==> src/rtl/stack_frame_ctrl_pkg.sv <==
// Shared encodings for the call-frame controller: stack op/status codes,
// frame completion codes and controller states.
package stack_frame_ctrl_pkg;

  typedef enum logic [2:0] {
    STK_NONE                 = 3'd0,
    STK_PUSH                 = 3'd1,
    STK_POP                  = 3'd2,
    STK_REPLACE              = 3'd3,
    STK_INDEX_RESET          = 3'd4,
    STK_INDEX_RESET_AND_PUSH = 3'd5
  } stk_op_e;

  typedef enum logic [1:0] {
    STK_ERR_NONE      = 2'd0,
    STK_ERR_UNDERFLOW = 2'd1,
    STK_ERR_OVERFLOW  = 2'd2
  } stk_err_e;

  typedef enum logic [1:0] {
    FRAME_OK        = 2'd0,
    FRAME_OVERFLOW  = 2'd1,
    FRAME_UNDERFLOW = 2'd2,
    FRAME_BAD_ARITY = 2'd3
  } frame_err_e;

  typedef enum logic [2:0] {
    ST_IDLE        = 3'd0,
    ST_CALL_COMMIT = 3'd1,
    ST_RET_ISSUE   = 3'd2,
    ST_RET_CHECK   = 3'd3,
    ST_DONE        = 3'd4
  } state_e;

endpackage

==> src/rtl/stack_frame_ctrl_frame_table.sv <==
// LIFO of saved underflow limits, one entry per nested call frame.
// The caller never pushes when full or pops when empty.
module frame_table #(
  parameter int W      = 2,
  parameter int FRAMES = 4
) (
  input  logic                      clk,
  input  logic                      rst,
  input  logic                      i_push,
  input  logic                      i_pop,
  input  logic [W-1:0]              i_din,
  output logic [W-1:0]              o_top,
  output logic [$clog2(FRAMES):0]   o_count
);
  localparam int PW = $clog2(FRAMES);

  logic [W-1:0]  r_mem [FRAMES];
  logic [PW:0]   r_count;
  logic [PW-1:0] w_wr_idx;
  logic [PW-1:0] w_top_idx;

  assign w_wr_idx  = r_count[PW-1:0];
  assign w_top_idx = w_wr_idx - PW'(1);
  assign o_top     = r_mem[w_top_idx];
  assign o_count   = r_count;

  // occupancy counter; only this is cleared by reset
  always_ff @(posedge clk or posedge rst) begin
    if (rst)         r_count <= '0;
    else if (i_push) r_count <= r_count + (PW+1)'(1);
    else if (i_pop)  r_count <= r_count - (PW+1)'(1);
  end

  // entry storage, written at the current fill level
  always_ff @(posedge clk) begin
    if (i_push) r_mem[w_wr_idx] <= i_din;
  end

endmodule

==> src/rtl/stack_frame_ctrl.sv <==
// Call-frame controller in front of SuperStack: sequences index-reset ops
// and the underflow limit so each callee sees a protected frame.
//   state          | meaning
//   ST_IDLE        | ready for a CALL/RETURN command
//   ST_CALL_COMMIT | arity/overflow check, save limit, lower limit over args
//   ST_RET_ISSUE   | depth/arity check, register the index-reset stack op
//   ST_RET_CHECK   | op cycle, then sample stack error and restore limit
//   ST_DONE        | one-cycle completion pulse with status
module stack_frame_ctrl
  import stack_frame_ctrl_pkg::*;
#(
  parameter int WIDTH  = 8,
  parameter int DEPTH  = 1,
  parameter int FRAMES = 4
) (
  input  logic                    clk,
  input  logic                    reset,
  input  logic                    cmd_valid,
  output logic                    cmd_ready,
  input  logic                    cmd_ret,
  input  logic [DEPTH:0]          cmd_count,
  input  logic [DEPTH:0]          stk_index,
  input  logic [WIDTH-1:0]        stk_out,
  input  logic [1:0]              stk_error,
  output logic [2:0]              stk_op,
  output logic [DEPTH:0]          stk_offset,
  output logic [WIDTH-1:0]        stk_data,
  output logic [DEPTH:0]          stk_underflow_limit,
  output logic                    done,
  output logic [1:0]              err,
  output logic [$clog2(FRAMES):0] depth
);
  localparam int IW = DEPTH + 1;
  localparam int DW = $clog2(FRAMES) + 1;

  state_e           r_state, w_state_nxt;
  logic [IW-1:0]    r_count, r_index;
  stk_op_e          r_op, w_op_nxt;
  logic [IW-1:0]    r_offset, w_offset_nxt;
  logic [WIDTH-1:0] r_data, w_data_nxt;
  logic [IW-1:0]    r_limit, w_limit_nxt;
  frame_err_e       r_err, w_err_nxt;
  logic             r_settle, w_settle_nxt;
  logic             w_accept, w_push, w_pop, w_full;
  logic [IW-1:0]    w_avail, w_top;
  logic [DW-1:0]    w_depth;

  assign w_accept = cmd_valid && (r_state == ST_IDLE);
  assign w_avail  = r_index - r_limit;
  assign w_full   = (w_depth == DW'(FRAMES));

  frame_table #(.W(IW), .FRAMES(FRAMES)) u_frame_table (
    .clk     (clk),
    .rst     (reset),
    .i_push  (w_push),
    .i_pop   (w_pop),
    .i_din   (r_limit),
    .o_top   (w_top),
    .o_count (w_depth)
  );

  // state and registered stack-side outputs
  always_ff @(posedge clk or posedge reset) begin
    if (reset) begin
      r_state  <= ST_IDLE;
      r_op     <= STK_NONE;
      r_offset <= '0;
      r_data   <= '0;
      r_limit  <= '0;
      r_err    <= FRAME_OK;
      r_settle <= 1'b0;
    end else begin
      r_state  <= w_state_nxt;
      r_op     <= w_op_nxt;
      r_offset <= w_offset_nxt;
      r_data   <= w_data_nxt;
      r_limit  <= w_limit_nxt;
      r_err    <= w_err_nxt;
      r_settle <= w_settle_nxt;
    end
  end

  // command operands captured at accept
  always_ff @(posedge clk or posedge reset) begin
    if (reset) begin
      r_count <= '0;
      r_index <= '0;
    end else if (w_accept) begin
      r_count <= cmd_count;
      r_index <= stk_index;
    end
  end

  // next-state and next registered outputs
  always_comb begin
    w_state_nxt  = r_state;
    w_op_nxt     = STK_NONE;
    w_offset_nxt = '0;
    w_data_nxt   = '0;
    w_limit_nxt  = r_limit;
    w_err_nxt    = r_err;
    w_settle_nxt = 1'b0;
    w_push       = 1'b0;
    w_pop        = 1'b0;
    case (r_state)
      ST_IDLE: begin
        if (w_accept) begin
          w_err_nxt   = FRAME_OK;
          w_state_nxt = cmd_ret ? ST_RET_ISSUE : ST_CALL_COMMIT;
        end
      end
      ST_CALL_COMMIT: begin
        if (r_count > w_avail) begin
          w_err_nxt = FRAME_BAD_ARITY;
        end else if (w_full) begin
          w_err_nxt = FRAME_OVERFLOW;
        end else begin
          w_push      = 1'b1;
          w_limit_nxt = r_index - r_count;
        end
        w_state_nxt = ST_DONE;
      end
      ST_RET_ISSUE: begin
        if (w_depth == '0) begin
          w_err_nxt   = FRAME_UNDERFLOW;
          w_state_nxt = ST_DONE;
        end else if ((r_count > IW'(1)) || ((r_count == IW'(1)) && (w_avail == '0))) begin
          w_err_nxt   = FRAME_BAD_ARITY;
          w_state_nxt = ST_DONE;
        end else begin
          w_op_nxt     = (r_count == IW'(1)) ? STK_INDEX_RESET_AND_PUSH : STK_INDEX_RESET;
          w_offset_nxt = r_limit;
          w_data_nxt   = (r_count == IW'(1)) ? stk_out : '0;
          w_settle_nxt = 1'b1;
          w_state_nxt  = ST_RET_CHECK;
        end
      end
      ST_RET_CHECK: begin
        // first cycle carries the op; the stack's status is valid one cycle later
        if (!r_settle) begin
          if (stk_error != STK_ERR_NONE) begin
            w_err_nxt = FRAME_BAD_ARITY;
          end else begin
            w_pop       = 1'b1;
            w_limit_nxt = w_top;
          end
          w_state_nxt = ST_DONE;
        end
      end
      ST_DONE: begin
        w_state_nxt = ST_IDLE;
      end
      default: begin
        w_state_nxt = ST_IDLE;
      end
    endcase
  end

  assign cmd_ready           = (r_state == ST_IDLE);
  assign done                = (r_state == ST_DONE);
  assign err                 = done ? r_err : FRAME_OK;
  assign stk_op              = r_op;
  assign stk_offset          = r_offset;
  assign stk_data            = r_data;
  assign stk_underflow_limit = r_limit;
  assign depth               = w_depth;

endmodule

==> config.mk <==
export PLATFORM = sky130hd
export DESIGN_NAME = stack_frame_ctrl
export DESIGN_NICKNAME = d
export VERILOG_FILES = /design/src/rtl/stack_frame_ctrl_pkg.sv /design/src/rtl/stack_frame_ctrl_frame_table.sv /design/src/rtl/stack_frame_ctrl.sv
export SDC_FILE = /design/constraint.sdc
export NUM_CORES = 1
export LEC_CHECK = 0
export ABC_CLOCK_PERIOD_IN_PS = 8800
export BUFFER_PORTS_ARGS = -buffer_cell sky130_fd_sc_hd__buf_2
export CORE_AREA = 3 3 59 61
export CTS_CLUSTER_DIAMETER = 120
export CTS_CLUSTER_SIZE = 10
export DETAILED_ROUTE_END_ITERATION = 12
export DIE_AREA = 0 0 62 64
export GPL_TIMING_DRIVEN = 0
export PLACE_DENSITY = 0.78
export SYNTH_ARGS = -nofsm -noshare
export SYNTH_HDL_FRONTEND = slang
export SYNTH_SLANG_ARGS = --single-unit
==> constraint.sdc <==
create_clock -name clk -period 8.8 [get_ports clk]
set_input_delay 1.76 -clock clk [delete_from_list [all_inputs] [get_ports clk]]
set_output_delay 1.76 -clock clk [all_outputs]
set_load 0.005 [all_outputs]
* Word level (Yosys, flattened, before mapping) *
Memory sizes are Yosys's and may differ from the RTL's.
Index checks and enable logic that the tools add are counted.

storage, ports and cells
  register bits = 28
  memory bits (writable) = 8
  input port bits = 18
  output and inout bits = 22
  word-level logic and storage cells = 89
  memories kept = 1

operators by class
  add/sub/neg operators = 5
  $lt $le $gt $ge = 2
  equal/unequal tests = 14
  multiplexer cells = 44
  reductions and logical operators = 13

memory list
  name                 words  width  read ports  clocked after Yosys merged registers in  write ports  RTL line                            source
  u_frame_table.r_mem  4      2      1           0                                        1            stack_frame_ctrl_frame_table.sv:17  logic [W-1:0] r_mem [FRAMES];

operators by type and width
  kind                                                           count
  two-way mux 2 bit                                              16
  two-way mux 8 bit                                              4
  two-way mux 3 bit                                              9
  two-way mux 1 bit                                              12
  one-hot mux 3 bit (4 select lines)                             1
  != test 2 bit, second input constant                           5
  one-hot mux 2 bit (4 select lines)                             1
  equality test 3 x 2 -> 1 bit, second input constant            2
  equality test 3 bit, second input constant                     2
  logical NOT 3 bit                                              2
  != test 3 bit, second input constant                           2
  AND reduction 6 bit                                            1
  nonzero test 2 bit                                             3
  AND reduction 5 bit                                            1
  one-hot mux 2 bit (2 select lines)                             1
  nonzero test 4 bit                                             1
  subtractor 2 bit                                               2
  adder 3 x 1 -> 3 bit, second input constant                    1
  equality test 3 x 1 -> 1 bit, second input constant            1
  subtractor 3 x 1 -> 3 bit, second input constant               1
  equality test 2 x 1 -> 1 bit, second input constant            1
  greater-than comparator 2 x 1 -> 1 bit, second input constant  1
  greater-than comparator 2 bit                                  1
  logical AND 1 bit                                              2
  other kinds (5)                                                5

* Depth between registers and ports, before layout *
Gate-level depths: netlist (run 1).

  depth in word-level cells = 7
  mapped depth = 11
  gate-level depth less buffers = 11

* Cells and area by module *
Synthesis (run 1) repeated with hierarchy kept, for this count alone.

second synthesis, totals
  cell total of the unflattened synthesis = 138
  area total of the unflattened synthesis = 1637.8 um^2

modules (own cells, without submodules)
  module            instances  cells an instance  area each (um^2)  seq. area each (um^2)
  stack_frame_ctrl  1          106                1114.8            575.6
  frame_table       1          32                 523.0             315.3

* Least setup slack after synthesis (run 1) *
OpenSTA, ideal clock, no wires.

  path type = reg2reg
  start = register r_limit[0] (netlist: stk_underflow_limit[0])
  end = register u_frame_table.r_count[1] (netlist: u_frame_table.o_count[1])
  data arrival time = 2.722 ns
  data required time = 8.675 ns
  setup slack = 5.953 ns
  stages on the path, launching flop included = 10
  clock period less this slack = 2.847 ns
  cell sequence = dfrtp_1 ha_1 xnor3_2 ha_1 nor2b_2 a2bb2oi_1 a2111oi_4 inv_1 fa_1 mux2_2

between the ends
  cells in the longest elaborated chain, start to end = 5
  elaborated cells on any way between the ends = 6
  classes of those cells = add/sub: 1; order compare: 1; mux: 3; reduce/logical: 1

ends and longest elaborated chain
  what                                                            RTL line                            source
  from (decl)                                                     stack_frame_ctrl.sv:41              logic [IW-1:0] r_limit, w_limit_nxt;
  from (signal assigned)                                          stack_frame_ctrl.sv:77              r_limit <= w_limit_nxt;
  subtractor 2 bit *                                              stack_frame_ctrl.sv:49              assign w_avail = r_index - r_limit;
  greater-than comparator 2 bit *                                 stack_frame_ctrl.sv:113             if (r_count > w_avail) begin
  two-way mux 1 bit *                                             stack_frame_ctrl.sv:113
  two-way mux 1 bit *                                             stack_frame_ctrl.sv:105             case (r_state)
  two-way mux 3 bit / nonzero test 2 bit (equally long branches)  n/a
  to (signal assigned)                                            stack_frame_ctrl_frame_table.sv:30  else if (i_push) r_count <= r_count + (PW+1)'(1);
  to (signal assigned)                                            stack_frame_ctrl_frame_table.sv:31  else if (i_pop) r_count <= r_count - (PW+1)'(1);
  to (decl)                                                       stack_frame_ctrl_frame_table.sv:18  logic [PW:0] r_count;

Every way passes the cells marked *; elsewhere a longest branch is shown, timed or not.
A chain may end at the register's enable or synchronous reset.

* Worst setup path after layout (run 1) *
  start = register r_state[2]
  end = output cmd_ready

between the ends
  cells in the longest elaborated chain, start to end = 1

ends and longest elaborated chain
  what                    RTL line                 source
  from (decl)             stack_frame_ctrl.sv:36   state_e r_state, w_state_nxt;
  from (signal assigned)  stack_frame_ctrl.sv:73   r_state <= w_state_nxt;
  logical NOT 3 bit       stack_frame_ctrl.sv:159  assign cmd_ready = (r_state == ST_IDLE);
  to (decl)               stack_frame_ctrl.sv:19   output logic cmd_ready,

Every way passes these cells.

==> results.json, run 1 <==
{
  "fmax_mhz": 308,
  "timing.final.hold_violations": 0,
  "netlist_area_sq_um": 1710,
  "arrival_ns": 1.49,
  "hold_class": "reg -> reg",
  "placed_area_sq_um": 1950,
  "cts_buffer_depth": 2,
  "ir_drop_v": 0.000231,
  "regArea_sq_um": 891,
  "layout_common_cells": "buf_2 (39), dfrtp_1 (26), and2_1 (15)",
  "maxCapViolations": 0,
  "crit_required_ns": 7.04,
  "fp.dieW_um": 62,
  "gp_congestion": 0.800,
  "numPortBuffers": 38,
  "multi_input_area_sq_um": 744,
  "power.density_nw_per_um2": 342,
  "synth.ff_latch_count": 34,
  "cts_tree": "built",
  "maxSlewViolCount": 0,
  "path_clk_slew_ns": 0.10,
  "floorplan.die.height_um": 64,
  "syn_nets": 163,
  "viasPerCell": 5.03,
  "min_period_ns": 3.25,
  "ant_nets": 0,
  "grt_pass1_wl_mm": 5.63,
  "post_cts_buffers": 0,
  "wl_per_cell_um": 14.1,
  "core-area_sq_um": 3030,
  "crit_fanout": 10,
  "cts_root_buf": "clkbuf_4",
  "final_common_cell": "buf_2",
  "yosysSeqAreaShare_pct": 52.2,
  "swShare_pct": 37.0,
  "switching_power_mw": 0.258,
  "internal_power_mw": 0.438,
  "rsz0062_at_grt": "no",
  "relSlewSlack_pct": 35.4,
  "grt_pass1_vias": 1272,
  "pwr-share-clk_pct": 17.1,
  "final.setup.worst_slack_ns": 5.55,
  "skew_ns": 0.0118,
  "antenna_found_initial": 0,
  "seqPwrFrac_pct": 35.9,
  "fin_area_sq_um": 2040,
  "synth_cell_type_count": 37,
  "first_pass_iters": 4,
  "cts_hold_buf": 0,
  "grt_max_degree": 27,
  "avgSynthCellArea_sq_um": 12.6,
  "ys_warn_count": 0,
  "leakage_nw": 0.990,
  "cts_resized": 0,
  "initial_core_util_pct": 56.4,
  "diodes": 0,
  "yosysTopAreaCellShare_pct": 38.1,
  "global_route.usage.total_pct": 19.7,
  "finalCritPeriodShare_pct": 36.9,
  "routed_wl_mm": 3.19,
  "worst_slew_pin_slew_ns": 0.967,
  "final_net_count": 208,
  "syn_inst": 136,
  "clkSinkCount": 34,
  "setup-tns-final_ns": 0,
  "drtIter0Drc": 44,
  "ys_top_cells_by_area": "dfrtp_1 (38%), edfxtp_1 (14%), ha_1 (5.9%)",
  "startpoint_type": "flip-flop",
  "drive_gt1_share_pct": 37.4,
  "drc_errors": 0,
  "overflow": 0,
  "area_delta_synth_final_pct": 19.3,
  "end_kind": "output port",
  "insertion_delay_ns": 0.34,
  "io_pins": 40,
  "htree_levels": 2,
  "status": "finished, final reports clean",
  "fill_cells": 237,
  "post-place-ws_ns": 5.71,
  "via_count": 1136,
  "path_class": "reg -> out",
  "dieArea_sq_um": 3970,
  "row_count": 20,
  "synth_top_area_cell": "dfrtp_1",
  "dpl.hpwl_mm": 2.49,
  "cts_inserted_buffers": 5,
  "finalSetupViolations": 0,
  "combPwrFrac_pct": 47.0
}
metrics by stage:
stage,util [%],hold slack [ns],instances,power [mW]
3_5_place_dp,64.5,0.498,218,0.584
6_report,67.3,0.526,226,0.696
3_3_place_gp,64.5,0.493,218,0.562
5_1_grt,67.3,0.550,226,0.756
2_1_floorplan,-,0.473,136,0.498
4_1_cts,67.3,0.529,226,0.706
power groups by stage:
stage / Sequential (mW) / Combinational (mW) / Clock [mW]
after global placement: 0.250 / 0.311 / 0
final: 0.250 / 0.327 / 0.119
after floorplan: 0.244 / 0.253 / 0
after global routing: 0.258 / 0.367 / 0.131
after CTS: 0.251 / 0.332 / 0.123
after detailed placement: 0.255 / 0.329 / 0
cells in the mapped netlist:
library cell / instances
mux2_2: 6
nor4_1: 2
a311oi_1: 1
o21ai_0: 4
or3_4: 1
edfxtp_1: 8
clkbuf_1: 1
nand2_1: 6
a2111oi_4: 1
nand3_1: 2
ha_1: 8
mux2i_1: 1
nor3_1: 2
nor2b_2: 1
and3_1: 2
conb_1: 1
o211ai_1: 1
a211oi_4: 1
mux2_4: 2
mux4_2: 2
nand2b_1: 2
buf_6: 1
dfrtp_1: 26
buf_4: 3
a2bb2oi_1: 1
nor2b_1: 2
inv_1: 8
nor2_1: 9
xnor3_2: 1
a21oi_1: 6
and2_1: 15
fa_1: 1
xnor2_1: 4
or4_4: 1
nand2b_4: 1
a31oi_4: 1
buf_2: 1
worst paths after layout:
kind	from	to	cells after the start	slack (ns)
worst max-delay path	r_state[2]	cmd_ready	3	5.55
worst min-delay path	r_err[1]	r_err[1]	1	0.53
worst max register to register	stk_underflow_limit[0]	u_frame_table.o_count[1]	9	5.71
worst min register to register	r_err[1]	r_err[1]	1	0.53
max in group asynchronous	reset	u_frame_table.o_count[2]	2	6.58
min in group asynchronous	reset	stk_offset[1]	2	1.62
area by class of cell:
class	instances	share of cell area (%)
plain buffers	6	2.09
clock buffers	7	2.70
clock inverters	1	1.47
inverters	8	1.47
multi-input cells	88	36.5
flip-flops and latches	34	43.7
well taps	44	2.70
repair buffers	38	9.33
sequential cells by signal, indices dropped and copies added (netlist names), 3 cells and up:
register,flops
r_state,3
u_frame_table.o_count,3
stk_data,8
u_frame_table.r_mem,8
cell families (layout without fill, tap and decap cells):
| group | Yosys count | count (layout) | share of synthesized area, % |
|---|---|---|---|
| buf+inv | 14 | 60 | 4.25 |
| fa+ha+maj | 9 | 9 | 7.03 |
| mux | 11 | 11 | 8.94 |
| other cells | 1 | 1 | 0.220 |
| compound gates | 16 | 16 | 8.43 |
| simple gates | 46 | 46 | 15.5 |
| xor+xnor | 5 | 5 | 3.44 |
| flops | 34 | 34 | 52.2 |
metal layers:
layer  GRT usage (%)  part of all wire, %  vias to the layer above
met5               0                    0                        -
met4            9.02                  2.8                        0
met3            6.26                  4.3                        9
met2            32.0                   52                       27
met1            22.9                   41                      545
li1                -                    -                      555
worst max-delay path, stage by stage (launching register included):
cell     delay [ns]
dfrtp_1        0.39
buf_2          0.18
nor3_1         0.39
buf_2          0.19
No activity file was read; power rests on OpenSTA's default activity.
==> run 2, diff against run 1 <==
Settings changed: ABC_AREA set to 1, ABC_CLOCK_PERIOD_IN_PS 8800 to 3300, CORE_AREA 3 3 59 61 to 3 3 62 64, DIE_AREA 0 0 62 64 to 0 0 65 67, PLACE_DENSITY 0.78 to 0.72.
Clock period 8.8 ns to 3.3 ns, I/O delays scaled along.
==> run 2 against run 1 <==
Net effect:
- clock-buffer cell count down 1
- combinational power up 140%
- flip-flop and latch count unchanged
- via count up 16%
- critical path type is now reg -> reg
==> results.json, run 2 <==
{
  "fp.dieW_um": 65,
  "r2r_setup_slack_ns": 0.75,
  "end_kind": "flip-flop",
  "crit_fanout": 8,
  "arrival_ns": 2.79,
  "initial_core_util_pct": 52.5,
  "crit_required_ns": 3.54,
  "skew_ns": 0.00654,
  "fin_util_pct": 61.8,
  "global_route.usage.total_pct": 17.4,
  "cts_tree": "built",
  "antenna_found_initial": 0,
  "cp_slowest_cell": "dfrtp_1",
  "crit_top_cell": "nand2_1",
  "fill_cells": 302,
  "wl_per_cell_um": 10.8,
  "dieArea_sq_um": 4360,
  "drc_errors": 0,
  "cts_hold_buf": 0,
  "r2r-start": "stk_underflow_limit[0]",
  "ant_nets": 0,
  "path_buf_inv": 2,
  "fin_cells": 292,
  "cts_resized": 0,
  "synth_top_area_cell": "dfrtp_1",
  "maxSlewViolCount": 0,
  "io_pins": 40,
  "worst_slew_pin_slew_ns": 0.966,
  "ys_warn_count": 0,
  "avgSynthCellArea_sq_um": 8.76,
  "async_reset_ff_share_pct": 76.5,
  "grt_max_degree": 27,
  "yosysSeqAreaShare_pct": 50.8,
  "timing.final.hold_violations": 0,
  "row_count": 21,
  "gp_congestion": 0.755,
  "maxCapViolations": 0,
  "finalCritPeriodShare_pct": 77.3,
  "synth.ff_latch_count": 34,
  "rsz0062_at_grt": "no",
  "dpl.hpwl_mm": 2.45,
  "synth_cell_type_count": 27,
  "syn_nets": 227,
  "rr_worst_depth": 17,
  "drive_gt1_share_pct": 30.1,
  "min_period_ns": 2.55,
  "viasPerCell": 4.51,
  "cts_inserted_buffers": 5,
  "cts_buffer_depth": 2,
  "hold_class": "reg -> reg",
  "syn_inst": 200,
  "crit_family": "adder cells",
  "status": "finished, final reports clean",
  "netlist_area_sq_um": 1750,
  "dp_cells": 284,
  "grt_pass1_wl_mm": 5.62,
  "clkSinkCount": 34,
  "ys_top_cells_by_count": "nand2_1 (52), inv_1 (31), dfrtp_1 (26)",
  "yosysTopAreaCellShare_pct": 37.1,
  "overflow": 0,
  "floorplan.die.height_um": 67,
  "cts_root_buf": "clkbuf_4",
  "drtIter0Drc": 59,
  "cp_slowest_stage_delay_ns": 0.47,
  "diodes": 0,
  "routed_wl_mm": 3.16,
  "relSlewSlack_pct": 35.5,
  "power.density_nw_per_um2": 816,
  "synth_flop_cell": "dfrtp_1",
  "via_count": 1318,
  "final_common_cell": "nand2_1",
  "worstHoldStart": "r_err[0]",
  "finalSetupViolations": 0,
  "synth_most_common_cell": "nand2_1",
  "leakage_nw": 1.17,
  "post_cts_buffers": 0,
  "hold_path_depth": 2,
  "ys_top_cells_by_area": "dfrtp_1 (37%), edfxtp_1 (14%), nand2_1 (11%)",
  "ir_drop_v": 0.000372,
  "path_clk_slew_ns": 0.10,
  "layout_common_cells": "nand2_1 (52), buf_2 (38), inv_1 (31)",
  "r2r-end": "u_frame_table.o_count[2]",
  "area_delta_synth_final_pct": 17.7,
  "numPortBuffers": 38,
  "fmax_mhz": 392,
  "startpoint_type": "flip-flop",
  "grt_pass1_vias": 1329,
  "path_class": "reg -> reg",
  "insertion_delay_ns": 0.34,
  "synth_edf_count": 8,
  "setup-tns-final_ns": 0,
  "min_to": "r_err[0]",
  "final_net_count": 272,
  "core-area_sq_um": 3340,
  "htree_levels": 2,
  "first_pass_iters": 4,
  "crit_chain": "ha_1 -> inv_1 -> nand2_1 -> nand3_1 -> nand2_1 -> ha_1 -> nand2_1 -> nand2_1 -> nand2_1 -> nand3_4 -> fa_1 -> inv_1 -> nand2_1 -> nand2_1 -> nand2_1 -> nand2_1 -> nand2_1"
}
-- run 2: changes by cell type after synthesis, moves of 3 or more --
cell | previous run | this run
nor2_2 | 0 | 10
nor2_1 | 9 | 17
and2_1 | 15 | 0
nand2_1 | 6 | 52
nand3_1 | 2 | 10
xnor2_1 | 4 | 1
inv_2 | 0 | 7
inv_1 | 8 | 31
mux2_2 | 6 | 0
o21ai_1 | 0 | 3
-- run 2: layout make-up --
cell class / count / area, sq um / area share (%)
tap: 46 / 57.6 / 2.79
clock inverter: 2 / 11.3 / 0.546
timing repair buffer: 38 / 190 / 9.22
multi-input combinational: 126 / 704 / 34.1
inverter: 38 / 143 / 6.91
sequential: 34 / 891 / 43.2
clock buffer: 6 / 51.3 / 2.49
buffer: 2 / 15.0 / 0.728
-- run 2: through the flow --
stage / hold slack, ns / area [sq um] / setup slack, ns / total power, mW
2_1_floorplan: 0.442 / 1750 / 1.02 / 1.24
3_3_place_gp: 0.460 / 2000 / 0.814 / 1.43
3_5_place_dp: 0.460 / 2000 / 0.753 / 1.46
4_1_cts: 0.486 / 2060 / 0.735 / 1.71
5_1_grt: 0.495 / 2060 / 0.508 / 1.87
6_report: 0.481 / 2060 / 0.749 / 1.68
-- run 2: worst min-delay path, cell delays in order (launching register included) --
cell,delay [ns]
dfrtp_1,0.36
nand2_1,0.05
nand2_1,0.04
-- run 2: per-layer routing --
| metal | share of wire, % | wire length (um) | vias to the layer above | global-route usage [%] |
|---|---|---|---|---|
| met1 | 44 | 1390 | 587 | 19.8 |
| met5 | 0 | 0 | - | 0 |
| met3 | 5.8 | 183 | 7 | 5.73 |
| li1 | - | - | 694 | - |
| met4 | 1.6 | 52 | 0 | 6.33 |
| met2 | 49 | 1540 | 30 | 30.1 |
-- run 2: cell families after synthesis --
group	after synthesis	synth area share, %
compound gates	13	4.35
xor+xnor	3	1.50
fa+ha+maj	9	6.85
buf+inv	40	8.99
flops	34	50.8
other cells	1	0.214
simple gates	100	27.3
-- run 2: where the power goes --
group,internal (mW),switching (mW)
clock network,0.103,0.140
registers,0.539,0.117
logic,0.301,0.484
-- run 2: worst max-delay path by stage --
| stage | depth (start not counted) | end | slack (ns) | from |
|---|---|---|---|---|
| global placement | 17 | u_frame_table.o_count[2] | 0.81 | stk_underflow_limit[0] |
| global route | 15 | u_frame_table.o_count[2] | 0.51 | stk_underflow_limit[0] |
| finish | 17 | u_frame_table.o_count[2] | 0.75 | stk_underflow_limit[0] |
| floorplan | 17 | u_frame_table.o_count[2] | 1.02 | stk_underflow_limit[0] |
| CTS | 17 | u_frame_table.o_count[2] | 0.74 | stk_underflow_limit[0] |
| detailed placement | 17 | u_frame_table.o_count[2] | 0.75 | stk_underflow_limit[0] |
